File: src/rtl/mem_port_arbiter_pkg.sv
// Shared types and constants for the main-memory port arbiter: FSM states,
// grant identifiers and default sizing.
package mem_port_arbiter_pkg;

    localparam int REG_SIZE    = 32;
    localparam int WIDTH       = 128;
    localparam int TIMEOUT_DEF = 255;
    localparam int TMO_CNT_W   = 8;

    typedef enum logic [1:0] {
        ARB_IDLE    = 2'd0,
        ARB_ISSUE   = 2'd1,
        ARB_RESP    = 2'd2,
        ARB_RELEASE = 2'd3
    } arb_state_t;

    localparam logic [1:0] GNT_IC  = 2'd0;
    localparam logic [1:0] GNT_DCR = 2'd1;
    localparam logic [1:0] GNT_DCW = 2'd2;

    function automatic logic is_d_side(input logic [1:0] gnt);
        return (gnt != GNT_IC);
    endfunction

endpackage

File: src/rtl/arb_pick.sv
// Combinational winner selection: write-back beats fill on the D side, and a
// 1-bit round-robin pointer settles I-side versus D-side contention.
module arb_pick
    import mem_port_arbiter_pkg::*;
(
    input  logic       ic_req,
    input  logic       dcr_req,
    input  logic       dcw_req,
    input  logic       last_d,
    output logic [1:0] gnt_id,
    output logic       gnt_valid
);

    logic [1:0] d_id_s;
    logic       d_req_s;

    // Winner selection; last_d=1 means D was served last, so I goes first.
    always_comb begin
        d_req_s   = dcr_req | dcw_req;
        d_id_s    = dcw_req ? GNT_DCW : GNT_DCR;
        gnt_valid = ic_req | d_req_s;
        if (ic_req && d_req_s) begin
            gnt_id = last_d ? GNT_IC : d_id_s;
        end else if (ic_req) begin
            gnt_id = GNT_IC;
        end else if (d_req_s) begin
            gnt_id = d_id_s;
        end else begin
            gnt_id = GNT_IC;
        end
    end

endmodule

File: src/rtl/mem_port_arbiter.sv
// Shares the asynchronous main-memory port between I-cache fill, D-cache fill
// and D-cache write-back using a four-state enable/ack handshake FSM.
module mem_port_arbiter
    import mem_port_arbiter_pkg::*;
#(
    parameter int ADDR_W  = REG_SIZE,
    parameter int LINE_W  = WIDTH,
    parameter int TIMEOUT = TIMEOUT_DEF
)(
    input  logic              clk,
    input  logic              reset,
    input  logic              ic_read_req,
    input  logic [ADDR_W-1:0] ic_read_addr,
    output logic              ic_read_ack,
    output logic [LINE_W-1:0] ic_read_data,
    input  logic              dc_read_req,
    input  logic [ADDR_W-1:0] dc_read_addr,
    output logic              dc_read_ack,
    output logic [LINE_W-1:0] dc_read_data,
    input  logic              dc_write_req,
    input  logic [ADDR_W-1:0] dc_write_addr,
    input  logic [LINE_W-1:0] dc_write_data,
    output logic              dc_write_ack,
    output logic              mem_enable,
    output logic              mem_rw,
    output logic [ADDR_W-1:0] mem_addr,
    output logic [LINE_W-1:0] mem_data_out,
    input  logic [LINE_W-1:0] mem_data_in,
    input  logic              mem_ack,
    output logic              mem_err
);

    localparam logic [TMO_CNT_W-1:0] TMO_LAST = TMO_CNT_W'(TIMEOUT - 1);
    localparam logic [TMO_CNT_W-1:0] TMO_MAX  = {TMO_CNT_W{1'b1}};

    arb_state_t            state_q, state_d;
    logic [1:0]            gnt_q, gnt_d;
    logic                  last_d_q, last_d_d;
    logic                  mem_enable_q, mem_enable_d;
    logic                  mem_rw_q, mem_rw_d;
    logic [ADDR_W-1:0]     mem_addr_q, mem_addr_d;
    logic [LINE_W-1:0]     mem_data_out_q, mem_data_out_d;
    logic [LINE_W-1:0]     ic_data_q, ic_data_d;
    logic [LINE_W-1:0]     dc_data_q, dc_data_d;
    logic                  ic_ack_q, ic_ack_d;
    logic                  dcr_ack_q, dcr_ack_d;
    logic                  dcw_ack_q, dcw_ack_d;
    logic                  mem_err_q, mem_err_d;
    logic [TMO_CNT_W-1:0]  tmo_cnt_q, tmo_cnt_d;
    logic [1:0]            pick_id_s;
    logic                  pick_valid_s;

    arb_pick u_pick (
        .ic_req    (ic_read_req),
        .dcr_req   (dc_read_req),
        .dcw_req   (dc_write_req),
        .last_d    (last_d_q),
        .gnt_id    (pick_id_s),
        .gnt_valid (pick_valid_s)
    );

    // Next-state, grant capture, completion and timeout logic.
    always_comb begin
        state_d        = state_q;
        gnt_d          = gnt_q;
        last_d_d       = last_d_q;
        mem_enable_d   = mem_enable_q;
        mem_rw_d       = mem_rw_q;
        mem_addr_d     = mem_addr_q;
        mem_data_out_d = mem_data_out_q;
        ic_data_d      = ic_data_q;
        dc_data_d      = dc_data_q;
        ic_ack_d       = 1'b0;
        dcr_ack_d      = 1'b0;
        dcw_ack_d      = 1'b0;
        mem_err_d      = mem_err_q;
        tmo_cnt_d      = tmo_cnt_q;
        case (state_q)
            ARB_IDLE: begin
                if (pick_valid_s) begin
                    state_d      = ARB_ISSUE;
                    gnt_d        = pick_id_s;
                    last_d_d     = is_d_side(pick_id_s);
                    mem_enable_d = 1'b1;
                    case (pick_id_s)
                        GNT_DCW: begin
                            mem_rw_d       = 1'b1;
                            mem_addr_d     = dc_write_addr;
                            mem_data_out_d = dc_write_data;
                        end
                        GNT_DCR: begin
                            mem_rw_d   = 1'b0;
                            mem_addr_d = dc_read_addr;
                        end
                        default: begin
                            mem_rw_d   = 1'b0;
                            mem_addr_d = ic_read_addr;
                        end
                    endcase
                end else begin
                    state_d = ARB_IDLE;
                end
            end
            ARB_ISSUE: begin
                if (mem_ack) begin
                    state_d      = ARB_RESP;
                    mem_enable_d = 1'b0;
                    tmo_cnt_d    = {TMO_CNT_W{1'b0}};
                    case (gnt_q)
                        GNT_DCW: dcw_ack_d = 1'b1;
                        GNT_DCR: begin
                            dcr_ack_d = 1'b1;
                            dc_data_d = mem_data_in;
                        end
                        default: begin
                            ic_ack_d  = 1'b1;
                            ic_data_d = mem_data_in;
                        end
                    endcase
                end else begin
                    // Timeout only flags the error; the access is still awaited.
                    if (tmo_cnt_q >= TMO_LAST) begin
                        mem_err_d = 1'b1;
                    end else begin
                        mem_err_d = mem_err_q;
                    end
                    if (tmo_cnt_q != TMO_MAX) begin
                        tmo_cnt_d = tmo_cnt_q + TMO_CNT_W'(1);
                    end else begin
                        tmo_cnt_d = tmo_cnt_q;
                    end
                end
            end
            ARB_RESP: begin
                state_d = ARB_RELEASE;
            end
            ARB_RELEASE: begin
                if (!mem_ack) begin
                    state_d = ARB_IDLE;
                end else begin
                    state_d = ARB_RELEASE;
                end
            end
            default: begin
                state_d = ARB_IDLE;
            end
        endcase
    end

    // State and output registers; reset abandons any in-flight access.
    always_ff @(posedge clk or negedge reset) begin
        if (!reset) begin
            state_q        <= ARB_IDLE;
            gnt_q          <= GNT_IC;
            last_d_q       <= 1'b0;
            mem_enable_q   <= 1'b0;
            mem_rw_q       <= 1'b0;
            mem_addr_q     <= {ADDR_W{1'b0}};
            mem_data_out_q <= {LINE_W{1'b0}};
            ic_data_q      <= {LINE_W{1'b0}};
            dc_data_q      <= {LINE_W{1'b0}};
            ic_ack_q       <= 1'b0;
            dcr_ack_q      <= 1'b0;
            dcw_ack_q      <= 1'b0;
            mem_err_q      <= 1'b0;
            tmo_cnt_q      <= {TMO_CNT_W{1'b0}};
        end else begin
            state_q        <= state_d;
            gnt_q          <= gnt_d;
            last_d_q       <= last_d_d;
            mem_enable_q   <= mem_enable_d;
            mem_rw_q       <= mem_rw_d;
            mem_addr_q     <= mem_addr_d;
            mem_data_out_q <= mem_data_out_d;
            ic_data_q      <= ic_data_d;
            dc_data_q      <= dc_data_d;
            ic_ack_q       <= ic_ack_d;
            dcr_ack_q      <= dcr_ack_d;
            dcw_ack_q      <= dcw_ack_d;
            mem_err_q      <= mem_err_d;
            tmo_cnt_q      <= tmo_cnt_d;
        end
    end

    assign ic_read_ack  = ic_ack_q;
    assign ic_read_data = ic_data_q;
    assign dc_read_ack  = dcr_ack_q;
    assign dc_read_data = dc_data_q;
    assign dc_write_ack = dcw_ack_q;
    assign mem_enable   = mem_enable_q;
    assign mem_rw       = mem_rw_q;
    assign mem_addr     = mem_addr_q;
    assign mem_data_out = mem_data_out_q;
    assign mem_err      = mem_err_q;

endmodule

File: config.mk
export PLATFORM = sky130hd
export DESIGN_NAME = mem_port_arbiter
export DESIGN_NICKNAME = d
export VERILOG_FILES = /design/src/rtl/mem_port_arbiter_pkg.sv /design/src/rtl/arb_pick.sv /design/src/rtl/mem_port_arbiter.sv
export SDC_FILE = /design/constraint.sdc
export NUM_CORES = 1
export LEC_CHECK = 0
export BUFFER_PORTS_ARGS = -buffer_cell sky130_fd_sc_hd__buf_2
export CAP_MARGIN = 20
export CORE_AREA = 2 2 303 305
export DETAILED_ROUTE_END_ITERATION = 7
export DIE_AREA = 0 0 305 307
export HOLD_SLACK_MARGIN = 0.02
export MAX_ROUTING_LAYER = met4
export PLACE_DENSITY = 0.49
export SYNTH_ARGS = -nofsm -noshare
export SYNTH_HDL_FRONTEND = slang
export SYNTH_SLANG_ARGS = --single-unit
File: constraint.sdc
create_clock -name clk -period 1.65 [get_ports clk]
set_input_delay 0.165 -clock clk [delete_from_list [all_inputs] [get_ports clk]]
set_output_delay 0.165 -clock clk [all_outputs]
set_load 0.02 [all_outputs]
==> flow_summary_export.csv, run 1 <==
group,metric,value,unit
outcome,outcome,"finished with violations",
outcome,violations,"negative setup slack",
setup_path,worstReg2RegStart,"gnt_q[1]",
timing,setup_viol,330,
clock_network,cts_sinks,435,
timing,fmax,0.5599,GHz
setup_path,path_max_fanout,7,
global_routing,grt_max_degree,78,
power_and_ir_drop,sequentialPowerShare,0.330,
timing,slew_headroom,0.6401,
global_routing,grt_usage,0.1217,
synthesis,synth_xor_area_frac,0.001042,
synthesis,synth-edff-count,0,
synthesis,synth_compound_area_frac,0.04145,
synthesis,ys_seq_area_frac,0.6475,
die,rows,111,
synthesis,synth.most_common_cell,"dfrtp_1",
synthesis,synthTopCellsByCount,"435 x dfrtp_1, 385 x mux2_2, 46 x nand2_1",
synthesis,synth_area_leaders,"dfrtp_1 65%, mux2_2 26%, a22oi_1 1.4%",
power_and_ir_drop,p_int,36040,µW
cells_and_area,multi_input_area,6865,µm²
timing,finalMaxSlewViolations,0,
cells_and_area,fin_cells,3593,
synthesis,synth_top_family_by_area,"multiplexers",
clock_network,path_clk_slew,0.06,ns
synthesis,synth_fa_ha_area_frac,0.004465,
global_routing,grt_pass1_vias,15377,
setup_path,arrival,2.25,ns
routing,drtAntennaViolNets,0,
cells_and_area,syn_to_final_growth,81.28,%
routing,drc,0,
place,dp_slack,-0.1634,ns
setup_path,crit_path_start_kind,"register",
clock_network,cts_max_path_buffers,3,
place,routabilityCongestion,0.8836,
synthesis,syn_inst,1120,
routing,vias,14325,
cells_and_area,drive_gt1_frac,0.5952,
cells_and_area,regArea,10890,µm²
power_and_ir_drop,p_switching,21540,µW
timing,final_hold_viol_count,0,
setup_path,cp_data_required_time,2.11,ns
timing,fin_crit_sh,1.082,
power_and_ir_drop,switching_share,0.3741,
timing,fin_skew,0.01349,ns
clock_network,tritoncts,"done",
power_and_ir_drop,ir_drop,1.246,mV
die,initial_utilization,0.1854,
die,core_area,90690,µm²
timing,rsz0062_at_grt,"yes",
worst_hold_path,hp-start,"dc_write_addr[17]",
timing,min_period,1.786,ns
place,dp.cells,3120,
synthesis,ys_types,38,
synthesis,synth_top_area_frac,0.6475,
cells_and_area,fillCellCount,8828,
synthesis,synthFlopType,"dfrtp_1",
place,port_buffers,779,
place,dp_hpwl,41930,µm
die,pin_count,780,
synthesis,synthSimpleGateAreaFrac,0.02612,
die,die_x,305,µm
clock_network,htreeDepth,2,
routing,vias_per_cell,3.987,
synthesis,syn_area,16810,µm²
routing,drtIter0Drc,650,
power_and_ir_drop,p_per_area,1889,nW/µm²
global_routing,globalRoute.totalOverflow,0,
routing,firstDrtPassIters,5,
synthesis,yosys_warnings,0,
setup_path,end_kind,"register",
global_routing,grt_pass1_wl,87390,µm
clock_network,cts_made_buffers,49,
synthesis,avgSynthCellArea,15.01,µm²
timing,worstMarginPinSlew,0.5398,ns
synthesis,syn_nets,1484,
die,fp.dieArea,93640,µm²
routing,wl_per_cell,17.99,µm
die,dieHeight,307,µm
routing,finalWirelength,64620,µm
timing,fin_ws,-0.1361,ns
cells_and_area,final_nets,2736,
global_routing,antenna_found_initial,1,
clock_network,clk_latency,0.59,ns
power_and_ir_drop,power_frac_clock,0.197,
synthesis,async_reset_ff_frac,1.000,
synthesis,synth_top_cell_by_area,"dfrtp_1",
setup_path,crit_type,"register to register",
setup_path,setup.worst_path.start,"gnt_q[1]",
power_and_ir_drop,pwr-share-comb,0.473,
worst_hold_path,min_path_type,"input pin to register",
power_and_ir_drop,cellLeakagePower,0.01539,µW
synthesis,synth-seq-cells,435,
flow_run,maxCapViolCount,0,
clock_network,cts-root-buf,"clkbuf_16",
synthesis,synthMuxAreaShare,0.2585,
[cell type report]
class | count | area share
Clock inverter | 11 | 0.006035
Clock buffer | 74 | 0.04865
Inverter | 8 | 0.0009853
Multi-Input combinational cell | 613 | 0.2253
Timing Repair Buffer | 1265 | 0.3131
Antenna cell | 1 | 0.00008211
Sequential cell | 435 | 0.3572
Tap cell | 1186 | 0.04869
[layout by cell type (no fill, tap or decap), types with 2 or more instances in the layout]
master	n
o21ai_1	18
buf_16	5
clkbuf_8	12
dfrtp_1	435
a22oi_2	23
nor2_1	37
a21oi_1	24
buf_8	22
clkbuf_1	11
buf_4	43
nor3_1	2
buf_2	778
o21ai_0	21
or3_4	2
nand2_1	44
a21oi_2	12
inv_1	8
a2111oi_2	2
a22oi_1	9
dlygate4sd3_1	346
xnor2_1	2
ha_1	3
clkinv_2	5
bufinv_16	5
buf_6	15
ha_2	3
clkbuf_16	72
nand3_1	2
mux2_4	276
mux2_2	109
buf_12	35
[kinds of logic (layout without fill, tap and decap cells)]
group                    Yosys count  count (layout)
flip-flops                       435             435
multiplexers                     386             386
AO/OA/AOI/OAI                    117             117
AND/OR/NAND/NOR                  102             102
buffers and inverters             72            1358
adder cells (fa/ha/maj)            6               6
XOR/XNOR                           2               2
other                              0               1
[worst paths after layout]
check	to	slack (ns)	cells past startpoint
max	ic_read_data[121]	-0.14	6
min	mem_addr[17]	0.07	5
max reg2reg	ic_read_data[121]	-0.14	6
min reg2reg	mem_addr[9]	0.47	2
max in group asynchronous	ic_read_data[89]	0.72	4
min in group asynchronous	mem_data_out[16]	0.16	2
[power groups by stage]
| stage | logic [µW] | registers (µW) | clock network, µW |
|---|---|---|---|
| after floorplan | 6920 | 24900 | 0 |
| after global placement | 22300 | 18600 | 0 |
| final | 27200 | 19000 | 11300 |
| after CTS | 23500 | 18700 | 11700 |
| after detailed placement | 22600 | 18800 | 0 |
| after global routing | 28700 | 19600 | 12200 |
[per-layer routing]
metal / vias up / global-route usage / routed length, µm
met4: 0 / 0.05469 / 2856
met2: 608 / 0.2171 / 33580
met3: 186 / 0.03122 / 3846
li1: 6479 / - / -
met1: 7052 / 0.1257 / 24330
met5: - / - / 0
[worst max-delay path: stages (launching register included)]
cell and delay (ns):
dfrtp_1 0.38, ha_1 0.27, and3_4 0.25, buf_12 0.12, clkbuf_16 0.17, clkbuf_16 0.17
mux2_4 0.30
[stage by stage]
stage          setup TNS [ns]    util  instance area [µm²]  hold slack (ns)  total power [µW]
2_1_floorplan          -2.660       -                16850          -0.1306             31820
3_3_place_gp           -24.85  0.2531                22950           0.1343             40890
3_5_place_dp           -25.80  0.2531                22950           0.1469             41350
4_1_cts                -13.95  0.3129                28380          0.02106             53910
5_1_grt                -44.27  0.3361                30480          0.08440             60510
6_report               -14.93  0.3361                30480          0.06506             57580
[registers in the layout, indices dropped and copies added, names as in the netlist]
register and count:
dc_write_ack 1, gnt_q 2, dc_read_ack 1, mem_rw 1, tmo_cnt_q 8, mem_enable 1
last_d_q 1, dc_read_data 128, mem_addr 32, ic_read_data 128, mem_data_out 128, ic_read_ack 1
state_q 2, mem_err 1
[what timing repair did]
| item | 4_1_cts | 5_1_grt |
|---|---|---|
| gates resized for setup | 65 | 376 |
| hold buffers | 346 | 0 |
| pin swaps | 7 | 8 |
| hold endpoints to repair | 830 | 0 |
| buffers inserted | 4 | 11 |
| gates cloned | 1 | 26 |
| endpoints found under the setup margin | 403 | 387 |
No activity file was read; power rests on OpenSTA's default activity.
==> run 2: changes to the inputs <==
--- a/config.mk
+++ b/config.mk
@@ -13,6 +13,7 @@
 export HOLD_SLACK_MARGIN = 0.02
 export MAX_ROUTING_LAYER = met4
 export PLACE_DENSITY = 0.49
+export SKIP_LAST_GASP = 1
 export SYNTH_ARGS = -nofsm -noshare
 export SYNTH_HDL_FRONTEND = slang
 export SYNTH_SLANG_ARGS = --single-unit
==> flow_summary_export.csv, run 2 (synthesis results as in run 1) <==
group,metric,value,unit
die,pin_count,780,
clock_network,tritoncts,"done",
timing,fin_ws,-0.1494,ns
setup_path,path_max_fanout,7,
routing,drtAntennaViolNets,0,
place,port_buffers,779,
global_routing,grt_pass1_vias,15343,
timing,rsz0062_at_grt,"yes",
die,initial_utilization,0.1854,
cells_and_area,syn_to_final_growth,77.36,%
routing,wl_per_cell,17.53,µm
routing,drc,0,
routing,vias,14219,
cells_and_area,drive_gt1_frac,0.5917,
global_routing,grt_usage,0.1216,
place,dp_hpwl,41930,µm
routing,firstDrtPassIters,4,
power_and_ir_drop,power_frac_clock,0.201,
cells_and_area,antenna_cells,0,
timing,fin_skew,0.01147,ns
global_routing,gr-usage-met1,0.1260,
die,rows,111,
setup_path,worstReg2RegStart,"gnt_q[1]",
power_and_ir_drop,p_switching,21170,µW
clock_network,cts-root-buf,"clkbuf_16",
outcome,outcome,"finished with violations",
timing,setup_viol,343,
power_and_ir_drop,ir_drop,1.302,mV
die,dieHeight,307,µm
die,core_area,90690,µm²
global_routing,grtUsageMet2,0.2176,
routing,drtIter0Drc,772,
worst_hold_path,min_path_type,"input pin to register",
cells_and_area,fillCellCount,8908,
setup_path,crit_type,"register to register",
setup_path,rrSetupSlack,-0.15,ns
global_routing,globalRoute.totalOverflow,0,
global_routing,antenna_found_initial,0,
global_routing,use_met3,0.03074,
routing,finalWirelength,62810,µm
power_and_ir_drop,p_per_area,1886,nW/µm²
clock_network,cts_made_buffers,49,
cells_and_area,stdcell_area,29820,µm²
power_and_ir_drop,switching_share,0.3766,
setup_path,cp_data_required_time,2.12,ns
setup_path,rr_worst_depth,6,
timing,fmax,0.5557,GHz
place,dpl-instance-area,22950,µm²
global_routing,busiest_layer,"met2",
outcome,violations,"negative setup slack",
setup_path,critPathCapture,"ic_read_data[11]",
timing,setup_tns,-19.33,ns
timing,fin_crit_sh,1.091,
timing,min_period,1.799,ns
cells_and_area,final_common_cell,"buf_2",
timing,finalMaxSlewViolations,0,
timing,final_hold_viol_count,0,
clock_network,cts_sinks,435,
clock_network,htreeDepth,2,
setup_path,r2r_end,"ic_read_data[11]",
clock_network,path_clk_slew,0.06,ns
flow_run,maxCapViolCount,0,
die,die_x,305,µm
power_and_ir_drop,cellLeakagePower,0.01479,µW
clock_network,cts_max_path_buffers,3,
global_routing,grt_max_degree,78,
cells_and_area,layout_common_cells,"778 x buf_2, 435 x dfrtp_1, 346 x dlygate4sd3_1",
timing,slew_headroom,0.6371,
clock_network,clk_latency,0.59,ns
setup_path,crit_path_start_kind,"register",
place,dp_slack,-0.1634,ns
global_routing,grt_pass1_wl,87400,µm
power_and_ir_drop,p_int,35050,µW
power_and_ir_drop,sequentialPowerShare,0.336,
timing,whs,0.06862,ns
place,routabilityCongestion,0.8836,
cells_and_area,final_nets,2728,
die,fp.dieArea,93640,µm²
setup_path,setup.worst_path.start,"gnt_q[1]",
timing,worstMarginPinSlew,0.5443,ns
power_and_ir_drop,pwr-share-comb,0.463,
setup_path,end_kind,"register",
setup_path,arrival,2.26,ns
routing,vias_per_cell,3.967,
worst_hold_path,hp-start,"dc_write_addr[17]",
==> run 2: cell count changes in the layout (fill, tap and decap cells not counted), sizes merged <==
cell / previous run / this run
diode: 1 / 0
buf: 898 / 893
clkbuf: 95 / 92
==> run 2: critical path, stage by stage (launching register included) <==
cell,delay (ns)
dfrtp_1,0.38
ha_1,0.27
and3_4,0.24
buf_12,0.12
clkbuf_16,0.17
clkbuf_16,0.16
mux2_2,0.32
==> run 2: per-stage QoR <==
stage          utilization  cells  power, µW
6_report            0.3288   3584      56230
5_1_grt             0.3288   3584      59210
4_1_cts             0.3119   3556      53840
3_5_place_dp        0.2531   3120      41350
3_3_place_gp        0.2531   3120      40890
2_1_floorplan            -   1120      31820
==> run 2: final cells by class <==
class                           count  area (µm²)  share of cell area
Clock buffer                       74        1483             0.04972
Clock inverter                     11       183.9            0.006168
Inverter                            8       32.53            0.001091
Multi-Input combinational cell    613        6475              0.2171
Sequential cell                   435       10890              0.3651
Tap cell                         1186        1484             0.04976
Timing Repair Buffer             1257        9275              0.3111
==> run 2: timing repair <==
item,in CTS,in global routing
gates cloned,1,22
pin swaps,7,8
gates resized for setup,42,258
hold buffers,346,0
endpoints found under the setup margin,403,402
endpoints found under the hold margin,834,0
setup buffers,4,8
==> run 2: per-layer routing <==
metal  up-vias  wire, µm
li1       6465         -
met1      7019     23380
met2       572     32920
met3       163      3929
met4         0      2577
met5         -         0
==> run 2: how the worst min path moves through the flow <==
stage                             to  slack (ns)  depth (start not counted)
floorplan                dc_read_ack       -0.13                          0
global placement    mem_data_out[16]        0.13                          1
detailed placement  mem_data_out[16]        0.15                          1
CTS                      mem_addr[8]        0.02                          5
global route              mem_enable        0.08                          4
finish                  mem_addr[17]        0.07                          5
==> run 2: power groups by stage <==
| stage | Clock, µW | Sequential (µW) | Combinational, µW |
|---|---|---|---|
| 2_1_floorplan | 0 | 24900 | 6920 |
| 3_3_place_gp | 0 | 18600 | 22300 |
| 3_5_place_dp | 0 | 18800 | 22600 |
| 4_1_cts | 11700 | 18700 | 23400 |
| 5_1_grt | 12200 | 19500 | 27500 |
| 6_report | 11300 | 18900 | 26000 |
